**config.mk**
```make
export PLATFORM = sky130hd
export DESIGN_NAME = pipe_elastic_stage
export DESIGN_NICKNAME = d
export VERILOG_FILES = /design/src/rtl/riscv_pipe_pkg.sv /design/src/rtl/pipe_elastic_stage.sv
export SDC_FILE = /design/constraint.sdc
export NUM_CORES = 1
export LEC_CHECK = 0
export CORE_MARGIN = 1.5
export CORE_UTILIZATION = 47
export CTS_CLUSTER_DIAMETER = 60
export DETAILED_ROUTE_END_ITERATION = 8
export PLACE_DENSITY = 0.79
export SYNTH_ARGS = -nofsm -noshare
export SYNTH_HDL_FRONTEND = slang
export SYNTH_SLANG_ARGS = --single-unit
export TNS_END_PERCENT = 50
```
**constraint.sdc**
```tcl
create_clock -name clk -period 3.3 [get_ports clk]
set_clock_uncertainty 0.05 [all_clocks]
set_input_delay 0.66 -clock clk [delete_from_list [all_inputs] [get_ports clk]]
set_output_delay 0.66 -clock clk [all_outputs]
set_load 0.01 [all_outputs]
```
**src/rtl/riscv_pipe_pkg.sv**
```systemverilog
// Shared pipeline package: payload structs for the IF/ID, ID/EX and EX/WB
// boundaries, their packed widths, and the pointer-wrap helper used by
// pipe_elastic_stage.
package riscv_pipe_pkg;

   typedef struct packed {
      logic [31:0] pc;
      logic [31:0] pc_plus4;
      logic [31:0] instr;
      logic        no_op;
   } if_id_t;

   typedef struct packed {
      logic [31:0] pc;
      logic [31:0] pc_plus4;
      logic [31:0] rdata1;
      logic [31:0] rdata2;
      logic [31:0] imm;
      logic [3:0]  alu_op;
      logic        alu_src;
      logic        mem_read;
      logic        mem_write;
      logic        branch;
      logic        jump;
      logic [2:0]  ls_type;
      logic        write_en;
      logic [4:0]  rd;
      logic        no_op;
   } id_ex_t;

   typedef struct packed {
      logic [31:0] pc_plus4;
      logic [31:0] ex_data;
      logic [31:0] mem_data;
      logic [2:0]  ls_type;
      logic        write_en;
      logic        comp_flag;
      logic [4:0]  rd;
      logic        no_op;
   } ex_wb_t;

   localparam int IF_ID_W = $bits(if_id_t);
   localparam int ID_EX_W = $bits(id_ex_t);
   localparam int EX_WB_W = $bits(ex_wb_t);

   // Circular-buffer pointer increment: wraps depth-1 -> 0 by compare so
   // non-power-of-two depths work.
   function automatic logic [31:0] ptr_inc(input logic [31:0] ptr,
                                           input logic [31:0] depth);
      logic [31:0] nxt;
      if (ptr == (depth - 32'd1)) begin
         nxt = 32'd0;
      end else begin
         nxt = ptr + 32'd1;
      end
      return nxt;
   endfunction

endpackage

```
**src/rtl/pipe_elastic_stage.sv**
```systemverilog
// Elastic pipeline register: DEPTH-entry circular buffer with valid/ready on
// both sides, per-stage stall and flush. Priority: rst > flush > stall.
// Optional feature macro PIPE_BYPASS_EN: an empty stage forwards the input
// combinationally (zero latency) when downstream is ready.
module pipe_elastic_stage
   import riscv_pipe_pkg::*;
#(
   parameter int DATA_WIDTH = 32,
   parameter int DEPTH      = 2,
   localparam int CW        = $clog2(DEPTH + 1)
) (
   input  logic                  clk,
   input  logic                  rst,
   input  logic                  flush_i,
   input  logic                  stall_i,
   input  logic                  in_valid_i,
   output logic                  in_ready_o,
   input  logic [DATA_WIDTH-1:0] in_data_i,
   output logic                  out_valid_o,
   input  logic                  out_ready_i,
   output logic [DATA_WIDTH-1:0] out_data_o,
   output logic [CW-1:0]         count_o
);

   localparam int            PW      = (DEPTH > 1) ? $clog2(DEPTH) : 1;
   localparam logic [CW-1:0] DEPTH_C = CW'(DEPTH);

   logic [DATA_WIDTH-1:0] mem_r [DEPTH];
   logic [PW-1:0]         wr_ptr_r;
   logic [PW-1:0]         rd_ptr_r;
   logic [CW-1:0]         count_r;

   logic active_s;
   logic empty_s;
   logic full_s;
   logic bypass_s;
   logic push_s;
   logic pop_s;
   logic [DATA_WIDTH-1:0] head_s;

   // Stage may only transfer when not in reset, not flushing and not stalled.
   assign active_s = !rst && !flush_i && !stall_i;
   assign empty_s  = (count_r == {CW{1'b0}});
   assign full_s   = (count_r >= DEPTH_C);
   assign head_s   = empty_s ? {DATA_WIDTH{1'b0}} : mem_r[rd_ptr_r];

`ifdef PIPE_BYPASS_EN
   // Empty stage with valid input presents that input downstream directly.
   assign bypass_s = active_s && empty_s && in_valid_i;
`else
   assign bypass_s = 1'b0;
`endif

   // in_ready ignores out_ready, so a full stage refuses input even while popping.
   assign in_ready_o  = active_s && !full_s;
   assign out_valid_o = active_s && (!empty_s || bypass_s);
   assign out_data_o  = bypass_s ? in_data_i : head_s;
   assign count_o     = count_r;

   // A bypassed payload consumed the same cycle never touches storage.
   assign push_s = in_valid_i && in_ready_o && !(bypass_s && out_ready_i);
   assign pop_s  = out_valid_o && out_ready_i && !empty_s;

   // Pointer and occupancy update with rst > flush > (stall masks push/pop).
   always_ff @(posedge clk) begin
      if (rst || flush_i) begin
         wr_ptr_r <= {PW{1'b0}};
         rd_ptr_r <= {PW{1'b0}};
         count_r  <= {CW{1'b0}};
      end else begin
         if (push_s) begin
            wr_ptr_r <= PW'(ptr_inc(32'(wr_ptr_r), 32'(DEPTH)));
         end else begin
            wr_ptr_r <= wr_ptr_r;
         end
         if (pop_s) begin
            rd_ptr_r <= PW'(ptr_inc(32'(rd_ptr_r), 32'(DEPTH)));
         end else begin
            rd_ptr_r <= rd_ptr_r;
         end
         case ({push_s, pop_s})
            2'b10:   count_r <= count_r + CW'(1);
            2'b01:   count_r <= count_r - CW'(1);
            default: count_r <= count_r;
         endcase
      end
   end

   // Payload storage write; left unreset so it can map onto LUTRAM.
   always_ff @(posedge clk) begin
      if (push_s) begin
         mem_r[wr_ptr_r] <= in_data_i;
      end else begin
         mem_r[wr_ptr_r] <= mem_r[wr_ptr_r];
      end
   end

endmodule

```
Word-level counts from Yosys, hierarchy flattened. Memories as Yosys holds them, arrays and structs flattened. A register that Yosys moved wholly into a read port is not among the register bits. Index checks and enable logic that the tools add are counted. Widths: inputs -> output; s select.

$add $sub $neg: 4. Magnitude comparators: 1. Equal/unequal tests: 3. Muxes and demuxes: 10. Bitwise operators: 1. Reduce and logical (&&, ||, !) cells: 16.

Operator list (count): $mux 32 (2); $logic_and 1x1->1 (7); $mux 1 (7); $logic_not 1->1 (5); $pmux 2 s2 (1); $add 1x1->1 const B (2); $add 2x1->2 const B (1); $eq 2x1->1 const B (1); $eq 2x2->1 const B (1); $ge 2x2->1 const B (1); $logic_not 2->1 (1); $reduce_and 2->1 (1); $reduce_bool 2->1 (1); $sub 2x1->2 const B (1); $logic_or 1x1->1 (1); $ne 0x0->1 (1); $or 1x1->1 (1).

Register bits: 4. Memory bits (writable): 64. Bits of input ports: 38. Output and inout port bits: 36. Word-level logic and storage cells: 39. Memories: 1.

Memory list: mem_r (words 2, bits a word 32, read ports 1, clocked after Yosys merged registers in 1, wr ports 1, RTL line pipe_elastic_stage.sv:28) `logic [DATA_WIDTH-1:0] mem_r [DEPTH];`.

Longest topological paths before layout.
Word-level depth: 8. Gate-level depth with buffers: 7. Depth with buffers taken out: 6.

Worst setup path before layout. No wires, ideal clock.

Path kind: input-to-reg. Start: input stall_i. End: memory mem_r[0][0], enable pin. Setup time: 0.421 ns. Arrival: 2.444 ns. Required time: 2.829 ns. Path slack: 0.385 ns. Stages on the path: 3. Buffers on the path: 0. Path through: nor3b_1 nand2_1 nor2_1.

Word-level cells in the longest chain between the ends: 7. Elaborated cells on any way between the ends: 9. Those cells by class: 3 x mux; 1 x bitwise; 5 x reduce/logical.

Ends and longest elaborated chain: from (decl) (RTL line pipe_elastic_stage.sv:15) `input logic stall_i,`; $logic_not 1->1 * (RTL line pipe_elastic_stage.sv:42) `assign active_s = !rst && !flush_i && !stall_i;`; $logic_and 1x1->1 * (RTL line pipe_elastic_stage.sv:42); $logic_and 1x1->1 * (RTL line pipe_elastic_stage.sv:55) `assign in_ready_o = active_s && !full_s;`; $logic_and 1x1->1 * (RTL line pipe_elastic_stage.sv:61) `assign push_s = in_valid_i && in_ready_o && !(bypass_s && out_ready_i);`; $mux 1, on equally long branches (RTL line pipe_elastic_stage.sv:91, pipe_elastic_stage.sv:94); $mux 1 (implied by the code) or $reduce_and 2->1 (tied branches); $or 1x1->1 (no source line) *; to (decl) (RTL line pipe_elastic_stage.sv:28).

Mark *: on every way between the ends. The rest lies on a longest branch, timed or not.

Worst setup path after layout.
Start: input flush_i. End: output out_valid_o.

Word-level cells in the longest chain between the ends: 4.

Ends and longest elaborated chain: from (decl) (RTL line pipe_elastic_stage.sv:14) `input logic flush_i,`; $logic_not 1->1 (RTL line pipe_elastic_stage.sv:42); $logic_and 1x1->1 (2 in a row) (RTL line pipe_elastic_stage.sv:42); $logic_and 1x1->1 (RTL line pipe_elastic_stage.sv:56) `assign out_valid_o = active_s && (!empty_s || bypass_s);`; to (decl) (RTL line pipe_elastic_stage.sv:19) `output logic out_valid_o,`.

No other way between the ends.

==> flow_metrics.py <==
metrics = {
    "status": {
        "outcome": "finished clean",
    },
    "worst_setup_path": {
        "crit_slowest_cell": "clkdlybuf4s50_1",
        "worstPathMaxFanout": 8,
        "crit_chain": "clkdlybuf4s50_1 > or2_2 > nor3_1 > clkdlybuf4s50_1",
        "cp_top_family": "buffers and inverters",
        "rrSetupSlack_ns": 1.42,
        "cpPeakStageDelay_ns": 0.56,
        "path_class": "in2out",
        "crit_required_ns": 2.59,
        "crit_top_cell": "clkdlybuf4s50_1",
        "r2r_end": "count_o[1]",
        "critPathArrivalTime_ns": 2.21,
        "cp.buffers_inverters": 2,
        "worst_setup_path_start_kind": "input port",
        "r2r-start": "count_o[1]",
        "worstRegToRegCells": 5,
        "cp-end-kind": "primary output",
    },
    "layout": {
        "finalNonFillerCells": 322,
        "fill_cells": 394,
        "multi_input_area_sq_um": 591.8,
        "drive_gt1_share_pct": 7.600,
        "antenna_cells": 0,
        "area_growth_syn_to_layout_pct": 38.32,
        "fin_nets": 284,
        "fin_area_sq_um": 3667,
        "seq_area_sq_um": 2023,
    },
    "job": {
        "max_cap_viol_count": 0,
    },
    "clock_tree": {
        "cts_buffers": 9,
        "htreeDepth": 3,
        "post-cts-setup-buffer-count": 0,
        "root_buffer": "clkbuf_8",
        "clk_path_buf_depth": 2,
        "cts_sinks": 69,
        "holdBufCountCts": 0,
        "clock_latency_ns": 0.32,
        "cts_tree": "done",
        "cts_resized": 0,
        "clk_pin_slew_ns": 0.06,
    },
    "global_route": {
        "grt_max_degree": 37,
        "grt_usage_pct": 15.92,
        "grt_pass1_wl_mm": 7.155,
        "antenna_found_initial": 0,
        "grt_pass1_vias": 1552,
        "grt-ovfl-total": 0,
    },
    "hold_path": {
        "min_to": "rd_ptr_r",
        "hold_path.class": "reg2reg",
        "holdPathStages": 2,
        "worstHoldStart": "rd_ptr_r",
    },
    "routing": {
        "drc": 0,
        "wire_per_inst_microns": 13.63,
        "dr.pass1.iters": 4,
        "ant_nets": 0,
        "avgViaCountPerCell": 4.776,
        "drt_iter0_markers": 60,
        "via_count": 1538,
        "wirelength_mm": 4.388,
    },
    "yosys": {
        "yosys_most_used_dff": "edfxtp_1",
        "synth_most_common_cell": "edfxtp_1",
        "yosys.area.top_type": "edfxtp_1",
        "yosys_register_bits": 69,
        "ys_top_cells_by_count": "edfxtp_1 (64), nor2_1 (36), mux2i_1 (32)",
        "synthArstFlopShare_pct": 0,
        "netlist_area_sq_um": 2651,
        "yosysSeqAreaShare_pct": 76.26,
        "syn-num-nets": 204,
        "synth_top_area_share_pct": 72.49,
        "ys_types": 20,
        "synth_edf_count": 64,
        "yosys_warnings": 0,
        "synth_area_leaders": "edfxtp_1 (72%), mux2i_1 (12%), nor2_1 (5.1%)",
        "syn_inst": 165,
        "syn_area_per_cell_sq_um": 16.07,
    },
    "pwr": {
        "seqPwrFrac_pct": 58.1,
        "p_per_area_nw_per_um2": 454.1,
        "switchingPower_uw": 299.7,
        "finalPower_uw": 1665,
        "power.clock.fraction_pct": 37.1,
        "p_leak_uw": 0.001140,
        "ir_worst_vdd_v": 0.0004095,
        "pwr-share-comb_pct": 4.8,
        "switching_share_pct": 18.00,
        "intPower_uw": 1366,
    },
    "placement": {
        "io_buffer_count": 73,
        "place_hpwl_mm": 2.850,
        "placed_area_sq_um": 3491,
        "dp_slack_ns": 0.3798,
        "routabilityCongestion": 0.6578,
        "dp.cells": 306,
    },
    "floorplan": {
        "io_pins": 74,
        "initial_core_util_pct": 48.45,
        "core.rowCount": 27,
        "coreArea_sq_um": 5473,
        "die_h_microns": 78.11,
        "die_area_sq_um": 6100,
        "die_w_microns": 78.11,
    },
    "timing": {
        "max_freq_mhz": 342.6,
        "finalWorstSetupSlack_ns": 0.3815,
        "rsz0062_at_grt": "no",
        "report.final.hold_viol_count": 0,
        "fin_tns_setup_ns": 0,
        "worst_pin_slew_ns": 0.4626,
        "slew_viol_final": 0,
        "slew_headroom_pct": 69.16,
        "period_share_pct": 88.44,
        "finalSetupViolations": 0,
        "min_period_ns": 2.918,
    },
}
[worst min-delay path: stages, from the launching register on]
cell and delay [ns]:
dfxtp_1 0.31, o21ai_0 0.09, a21oi_1 0.07
[state kept, by name, indices dropped and copies added (netlist names), named ones only]
register  flops
mem_r        64
count_o       2
wr_ptr_r      1
rd_ptr_r      1
[how the worst max path moves through the flow]
| stage | depth (start not counted) | start | end |
|---|---|---|---|
| after floorplan | 3 | stall_i | mem_r[0][0] |
| after global placement | 4 | flush_i | out_valid_o |
| after detailed placement | 4 | flush_i | out_valid_o |
| after CTS | 4 | flush_i | out_valid_o |
| after global routing | 4 | flush_i | out_valid_o |
| final | 4 | flush_i | out_valid_o |
[layout make-up]
| class | count | area share (%) |
|---|---|---|
| Clock buffer | 14 | 3.889 |
| Clock inverter | 2 | 0.9212 |
| Multi-Input combinational cell | 88 | 16.14 |
| Sequential cell | 69 | 55.17 |
| Tap cell | 72 | 2.456 |
| Timing Repair Buffer | 77 | 21.43 |
[power by group through the flow]
stage | Combinational [uW] | Clock, uW | Sequential [uW]
finish | 79.9 | 618 | 968
global route | 87.8 | 666 | 968
CTS | 81.1 | 633 | 968
detailed placement | 80.6 | 0 | 987
global placement | 78.0 | 0 | 986
floorplan | 18.9 | 0 | 987
[logic make-up after synthesis]
kind of cell	synth area share, %
AOI/OAI and AO/OA	0.9437
muxes	12.08
buffers and inverters	1.746
DFF	76.26
and+or+nand+nor	7.504
xor gates and xnor gates	0.9912
adders and majority gates	0.4718
[routing by layer]
layer / vias up / global-route usage, % / part of all wire (%) / wire length, microns
met1: 716 / 18.66 / 42 / 1858
met3: 7 / 5.116 / 6.7 / 292
met4: 0 / 8.571 / 1.8 / 80
met2: 49 / 26.09 / 49 / 2157
li1: 766 / - / - / -
met5: - / 0 / 0 / 0
[cells in the final DEF, fill, tap and decap left out, drive strengths merged]
cell type      instances
clkdlybuf4s50         73
edfxtp                64
nor2                  37
mux2i                 32
clkbuf                14
dfxtp                  5
buf                    4
nor3                   3
a21oi                  3
o21ai                  2
or3                    2
xnor2                  2
nand2b                 1
or2                    1
nor3b                  1
and3                   1
nand2                  1
xor2                   1
ha                     1
bufinv                 1
clkinv                 1
[per-stage QoR]
step           util, %  hold slack (ns)
2_1_floorplan        -           0.4299
3_3_place_gp     63.79           0.4443
3_5_place_dp     63.79           0.4472
4_1_cts          67.01           0.4672
5_1_grt          67.01           0.4801
6_report         67.01           0.4659
No activity file was read; power rests on OpenSTA's default activity.
